`src/rtl/accum_stop_pkg.sv`:
```
// Shared state encoding for the step accumulator and its stop-monitor consumer.
package accum_stop_pkg;

    typedef enum logic [1:0] {
        IDLE = 2'd0,
        RUN  = 2'd1,
        DONE = 2'd2
    } state_t;

endpackage

```
`src/rtl/sat_add.sv`:
```
// Unsigned saturating adder: the sum clips to all-ones when the carry-out is set.
module sat_add #(
    parameter int unsigned W = 8
) (
    input  logic [W-1:0] a,
    input  logic [W-1:0] b,
    output logic [W-1:0] sum,
    output logic         ovf
);

    logic [W:0] full;

    // Widen by one bit so the carry-out shows up as the overflow indication.
    always_comb begin
        full = {1'b0, a} + {1'b0, b};
        ovf  = full[W];
        sum  = full[W] ? {W{1'b1}} : full[W-1:0];
    end

endmodule

```
`src/rtl/accum_stop_detector.sv`:
```
// Step accumulator that stops once the running sum reaches a programmable limit.
module accum_stop_detector
    import accum_stop_pkg::*;
#(
    parameter int unsigned W      = 8,
    parameter int unsigned TICK_W = 16
) (
    input  logic              clk,
    input  logic              rst,
    input  logic              start,
    input  logic              step_valid,
    input  logic [W-1:0]      step_in,
    input  logic [W-1:0]      limit,
    input  logic              ack,
    output logic [W-1:0]      acc_out,
    output logic [TICK_W-1:0] ticks,
    output logic              busy,
    output logic              stop_flag,
    output logic              stop_pulse,
    output logic              ovf
);

    state_t       state;
    logic [W-1:0] addend;
    logic [W-1:0] acc_nxt;
    logic         add_ovf;

    // A cycle without a valid step contributes zero, so limit=0 still stops.
    always_comb begin
        addend = step_valid ? step_in : '0;
    end

    sat_add #(
        .W (W)
    ) u_sat_add (
        .a   (acc_out),
        .b   (addend),
        .sum (acc_nxt),
        .ovf (add_ovf)
    );

    // Control FSM with all outputs registered alongside the state.
    always_ff @(posedge clk or posedge rst) begin
        if (rst) begin
            state      <= IDLE;
            acc_out    <= '0;
            ticks      <= '0;
            busy       <= 1'b0;
            stop_flag  <= 1'b0;
            stop_pulse <= 1'b0;
            ovf        <= 1'b0;
        end else begin
            stop_pulse <= 1'b0;
            // start has priority in every state and always begins a clean run.
            if (start) begin
                state     <= RUN;
                acc_out   <= '0;
                ticks     <= '0;
                ovf       <= 1'b0;
                busy      <= 1'b1;
                stop_flag <= 1'b0;
            end else begin
                case (state)
                    IDLE: begin
                        state <= IDLE;
                    end
                    RUN: begin
                        acc_out <= acc_nxt;
                        ovf     <= ovf | add_ovf;
                        if (step_valid && (ticks != {TICK_W{1'b1}})) begin
                            ticks <= ticks + TICK_W'(1);
                        end
                        if (acc_nxt >= limit) begin
                            state      <= DONE;
                            busy       <= 1'b0;
                            stop_flag  <= 1'b1;
                            stop_pulse <= 1'b1;
                        end
                    end
                    DONE: begin
                        if (ack) begin
                            state     <= IDLE;
                            stop_flag <= 1'b0;
                        end
                    end
                    default: begin
                        state     <= IDLE;
                        busy      <= 1'b0;
                        stop_flag <= 1'b0;
                    end
                endcase
            end
        end
    end

endmodule

```
`config.mk`:
```
export PLATFORM = sky130hd
export DESIGN_NAME = accum_stop_detector
export DESIGN_NICKNAME = d
export VERILOG_FILES = /design/src/rtl/accum_stop_pkg.sv /design/src/rtl/sat_add.sv /design/src/rtl/accum_stop_detector.sv
export SDC_FILE = /design/constraint.sdc
export NUM_CORES = 1
export LEC_CHECK = 0
export ABC_AREA = 1
export BUFFER_PORTS_ARGS = -buffer_cell sky130_fd_sc_hd__buf_2
export CAP_MARGIN = 20
export CELL_PAD_IN_SITES_DETAIL_PLACEMENT = 1
export CELL_PAD_IN_SITES_GLOBAL_PLACEMENT = 2
export CORE_MARGIN = 2
export CORE_UTILIZATION = 27
export DETAILED_ROUTE_END_ITERATION = 10
export GPL_ROUTABILITY_DRIVEN = 0
export PLACE_DENSITY_LB_ADDON = 0.1
export SLEW_MARGIN = 5
export SYNTH_ARGS = -nofsm -noshare
export SYNTH_HDL_FRONTEND = slang
export SYNTH_SLANG_ARGS = --single-unit
```
`constraint.sdc`:
```
create_clock -name clk -period 3.8 [get_ports clk]
set_clock_uncertainty 0.15 [all_clocks]
set_input_delay 0.76 -clock clk [delete_from_list [all_inputs] [get_ports clk]]
set_output_delay 0.76 -clock clk [all_outputs]
set_load 0.01 [all_outputs]
```
== Yosys cells after proc, flatten, opt, wreduce, memory -nomap -nowiden ==
Index checks and enable logic that the tools add are counted.

* Word-level logic and storage cells: 50
* Register bits after elaboration: 30
* Bits of input ports: 21

* Reductions and logical operators: 9
* Order comparisons: 1
* Multiplexer cells: 23
* Add/sub/neg operators: 2
* Bitwise logic cells: 1
* Equality and inequality tests: 7

{| class="wikitable"
|+ Operators with widths
! cell !! count
|-
| $mux 16 || 3
|-
| $mux 8 || 4
|-
| $add 16x1->16 const B || 1
|-
| $ne 16x16->1 const B || 1
|-
| $mux 1 || 10
|-
| $add 8x8->9 || 1
|-
| $ge 8x8->1 || 1
|-
| $mux 2 || 3
|-
| $ne 3x3->1 const B || 2
|-
| $reduce_and 2->1 || 3
|-
| $pmux 2 s2 || 1
|-
| $reduce_bool 2->1 || 2
|-
| $pmux 1 s3 || 1
|-
| $reduce_and 3->1 || 1
|-
| $eq 2x1->1 const B || 1
|-
| $eq 2x2->1 const B || 1
|-
| $logic_not 2->1 || 1
|-
| $ne 2x1->1 const B || 1
|-
| $ne 2x2->1 const B || 1
|-
| $pmux 1 s2 || 1
|-
| $reduce_or 2->1 || 1
|-
| $logic_and 1x1->1 || 1
|-
| $or 1x1->1 || 1
|}

== Longest topological paths before layout ==
* Word-level depth: 7
* Gate-level depth with buffers: 21
* Depth with buffers taken out: 20

== By module ==
A second synthesis with hierarchy kept.

* Cell total of the unflattened synthesis: 334
* Area total of the unflattened synthesis: 2,272.2 µm²

{| class="wikitable"
|+ By module, submodules not included
! module !! cells an instance !! area each (µm²) !! times used !! seq. area each (µm²)
|-
| accum_stop_detector || 257 || 1,851.8 || 1 || 750.7
|-
| sat_add || 77 || 420.4 || 1 || 0.0
|}

== Worst setup path before layout ==
OpenSTA, ideal clock, no wires.

* Kind: in2reg
* Start: in step_valid
* End: reg stop_flag
* Data arrival time: 3.090 ns
* Setup slack: 0.441 ns
* Stages on the path: 15
* Library setup time: 0.119 ns
* Required time: 3.531 ns
* Cell sequence: buf_2 -> nand2_1 -> inv_1 -> ha_1 -> fa_1 -> nand3_1 -> nand3_1 -> a21oi_1 -> nand3_1 -> ha_1 -> a21oi_1 -> o21a_1 -> nand3_1 -> nand3_1 -> nand2_1

* Cells in the longest elaborated chain, start to end: 6

{| class="wikitable"
|+ Ends and longest elaborated chain
! item !! line !! text
|-
| start: declaration || accum_stop_detector.sv:11 || <nowiki>input logic step_valid,</nowiki>
|-
| $mux 8 || accum_stop_detector.sv:30 || <nowiki>addend = step_valid ? step_in : '0;</nowiki>
|-
| $add 8x8->9 || sat_add.sv:15 || <nowiki>full = {1'b0, a} + {1'b0, b};</nowiki>
|-
| $mux 8 || sat_add.sv:17 || <nowiki>sum = full[W] ? {W{1'b1}} : full[W-1:0];</nowiki>
|-
| $ge 8x8->1 || accum_stop_detector.sv:73 || <nowiki>if (acc_nxt >= limit) begin</nowiki>
|-
| $ne 3x3->1 (no source line) || - ||
|-
| $reduce_and 3->1 (no source line) || - ||
|-
| end signal: assignment || accum_stop_detector.sv:76 || <nowiki>stop_flag <= 1'b1;</nowiki>
|-
| end signal: assignment || accum_stop_detector.sv:83 || <nowiki>stop_flag <= 1'b0;</nowiki>
|-
| end signal: assignment || accum_stop_detector.sv:89 || <nowiki>stop_flag <= 1'b0;</nowiki>
|-
| end: declaration || accum_stop_detector.sv:18 || <nowiki>output logic stop_flag,</nowiki>
|}

No other way between the ends.
A chain may end at the register's enable or synchronous reset.

== Worst setup path after layout ==
Same ends and word-level chain as after synthesis.

==> out/summary.txt <==
Status -> completed
Sw Ratio -> 36.6%
Drt total wl -> 6550 microns
Area of the multi-input gates -> 1270 sq um
Synth Area in Simple Gates -> 38.5%
Compound-Gate Fraction of Synth Area -> 4.55%
Total Power -> 0.942 mW
Fin area -> 2720 sq um
Buffers on Ports -> 48
Drt drc -> 0
CP Class -> in -> reg
Post-Syn Nets -> 370
Tot GR Track Use -> 16.1%
DIE AREA -> 9100 sq um
Total CTS buffers -> 5
Crit path time final -> 3.30 ns
Routed len/inst -> 13.3 microns
Die span in x -> 95.4 microns
Post-synthesis sequential area ratio -> 33.3%
CTS root buf -> clkbuf_8
Starting Density -> 27.6%
Final setup vio count -> 0
PostCTS Resize Cnt -> 0
Synth-to-Final Area Change -> 20.6%
#FFs+latches synth -> 30
CP arrival -> 3.33 ns
Fillers -> 1065
Remaining antenna violation count -> 0
DP Area -> 2620 sq um
Mapped Cells -> 331
Internal cell power -> 0.597 mW
HPWL Detailed -> 5020 microns
Most frequent cells in the layout -> nand2_1 (126), inv_1 (53), buf_2 (48)
Netlist cell types -> 27
Syn Std Cell Area -> 2250 sq um
TritonCTS clock tree -> yes
Cell family with most CP delay -> adder cells
Post-synthesis mux area share -> 0%
Post-synth top area cell -> dfrtp_1
Cts-stage hold buffer count -> 0
RSZ-0062 raised after global routing -> false
Core Box Area -> 8180 sq um
Buffers plus inverters on the worst setup path -> 3
Die Ht -> 95.4 microns
Max IR drop VDD -> 0.127 mV
CP cell instances -> buf_2 > nand2_1 > inv_1 > ha_1 > fa_1 > nand3_1 > nand3_1 > a21oi_1 > buf_4 > nand3_1 > ha_1 > a21oi_1 > o21a_1 > nand3_1 > nand3_1 > nand2_1
Crit-path max cell delay -> 0.43 ns
Overflow after GRT -> 0
Slowest CP cell -> fa_1
Final Hold Fails -> 0
# IOs -> 49
ANT cells -> 0
Switching power -> 0.345 mW
Crit path capture type -> register
Antenna violations before repair -> 0
Clk_lat worst skew -> 0.29 ns
Clk sinks -> 30
Commonest non-fill, non-tap cell in the layout -> nand2_1
Lkg Pwr -> 1.64 nW
First-pass GRT wire length -> 11100 microns
Clock Power Share -> 30.4%
Max-slew violations -> 0
Max Freq -> 303 MHz
Hold Crit Class -> reg -> reg
TritonRoute pass-1 iters -> 4
Post-synthesis adder-cell area fraction -> 10.3%
Largest family of logic cells by synthesized area -> simple AND/OR/NAND/NOR gates
EDFF count, synth -> 0
PD cells -> 346 nW/um^2
Worst-path fanout max -> 6
Setup TNS -> 0 ns
Ratio of final minimum period to clock period -> 86.8%
Finished Core Util -> 33.3%
Slew HR -> 52.0%
Starting DRC count in detailed routing -> 73
Vias in the first global route -> 2241
Crit start category -> primary input
Synth top area cells -> dfrtp_1 (33%), nand2_1 (21%), ha_1 (9.4%)
Synth Area in XOR/XNOR -> 3.11%
Largest net degree at the start of global routing -> 31
CTS max path bufs -> 2
Post-CTS Setup Inserts -> 0
Worst Tran Pin Value -> 0.718 ns
Vias/cell -> 4.44
Worst path most repeated cell -> nand3_1
Share of synthesized registers carrying an async set or reset -> 100%
Clock slew at reported path FFs -> 0.08 ns
H-tree levels -> 2
Commonest register cell after synthesis -> dfrtp_1
Synth warn -> 0
Post-synth top area share -> 33.3%
Avg Synthesized Cell Area -> 6.81 sq um
Rows -> 33
Vias post-DR -> 2178
Max-cap violation count -> 0
Register area -> 751 sq um
# nets final -> 424
Layout cells sized above 1 -> 17.9%
Seq pwr share -> 38.8%
CP Data Required Time -> 3.84 ns
Gate power share -> 30.7%
==> kinds of logic after synthesis <==
logic type,count (synthesis)
and+or+nand+nor,199
buffers and inverters,59
DFF,30
adders and majority gates,18
AOI/OAI and AO/OA,17
xor gates and xnor gates,8
==> synthesized netlist by cell type, types with 2 or more instances <==
library cell    n
a21oi_1         8
buf_2           2
dfrtp_1        30
ha_1           17
inv_1          53
inv_2           2
nand2_1       126
nand3_1        27
nand3_2         2
nand3b_1        2
nand4_1        13
nor2_1         23
nor2_2          2
o21ai_1         4
o21bai_1        2
xnor2_1         2
xor2_1          6
==> area by class of cell <==
type | count | area share [%]
clock inverters | 2 | 0.460
repair buffers | 51 | 9.66
flip-flops and latches | 30 | 27.6
well taps | 105 | 4.83
inverters | 55 | 7.59
clock buffers | 6 | 3.04
multi-input cells | 242 | 46.8
==> power groups by stage <==
stage	Combinational, mW	Sequential [mW]	Clock, mW
CTS	0.298	0.367	0.304
global route	0.340	0.371	0.315
global placement	0.294	0.373	0
finish	0.289	0.366	0.286
floorplan	0.188	0.379	0
detailed placement	0.296	0.372	0
==> routing by layer <==
| layer | global-route usage, % | vias to the layer above | part of all wire (%) |
|---|---|---|---|
| met1 | 24.1 | 989 | 53 |
| met3 | 3.48 | 7 | 3.7 |
| met4 | 4.29 | 0 | 1.2 |
| met5 | 0 | - | 0 |
| met2 | 23.5 | 39 | 42 |
| li1 | - | 1143 | - |
==> worst min-delay path, stage by stage, from the launching register on <==
cell     delay, ns
dfrtp_1       0.35
nand2_1       0.05
nand2_1       0.05
==> sequential cells by signal, summed over array words and instances, names as in the netlist <==
name and cells:
acc_out 8, busy 1, ovf 1, state 2, stop_flag 1, stop_pulse 1, ticks 16
==> per-stage QoR <==
stage | instances | hold WS (ns) | setup slack (ns)
3_5_place_dp | 483 | 0.316 | 0.166
6_report | 491 | 0.331 | 0.502
4_1_cts | 491 | 0.341 | 0.475
5_1_grt | 491 | 0.376 | 0.205
2_1_floorplan | 331 | 0.352 | 0.441
3_3_place_gp | 483 | 0.320 | 0.201
==> final timing paths <==
kind,startpoint,to,slack (ns),cells after the start
worst max-delay path,step_valid,stop_flag,0.50,16
worst min register to register,stop_flag,stop_flag,0.33,2
worst max register to register,acc_out[0],stop_flag,0.76,13
worst min-delay path,stop_flag,stop_flag,0.33,2
max in group asynchronous,rst,acc_out[6],2.78,3
min in group asynchronous,rst,stop_flag,0.40,3
(Power assumes the default switching activity.)
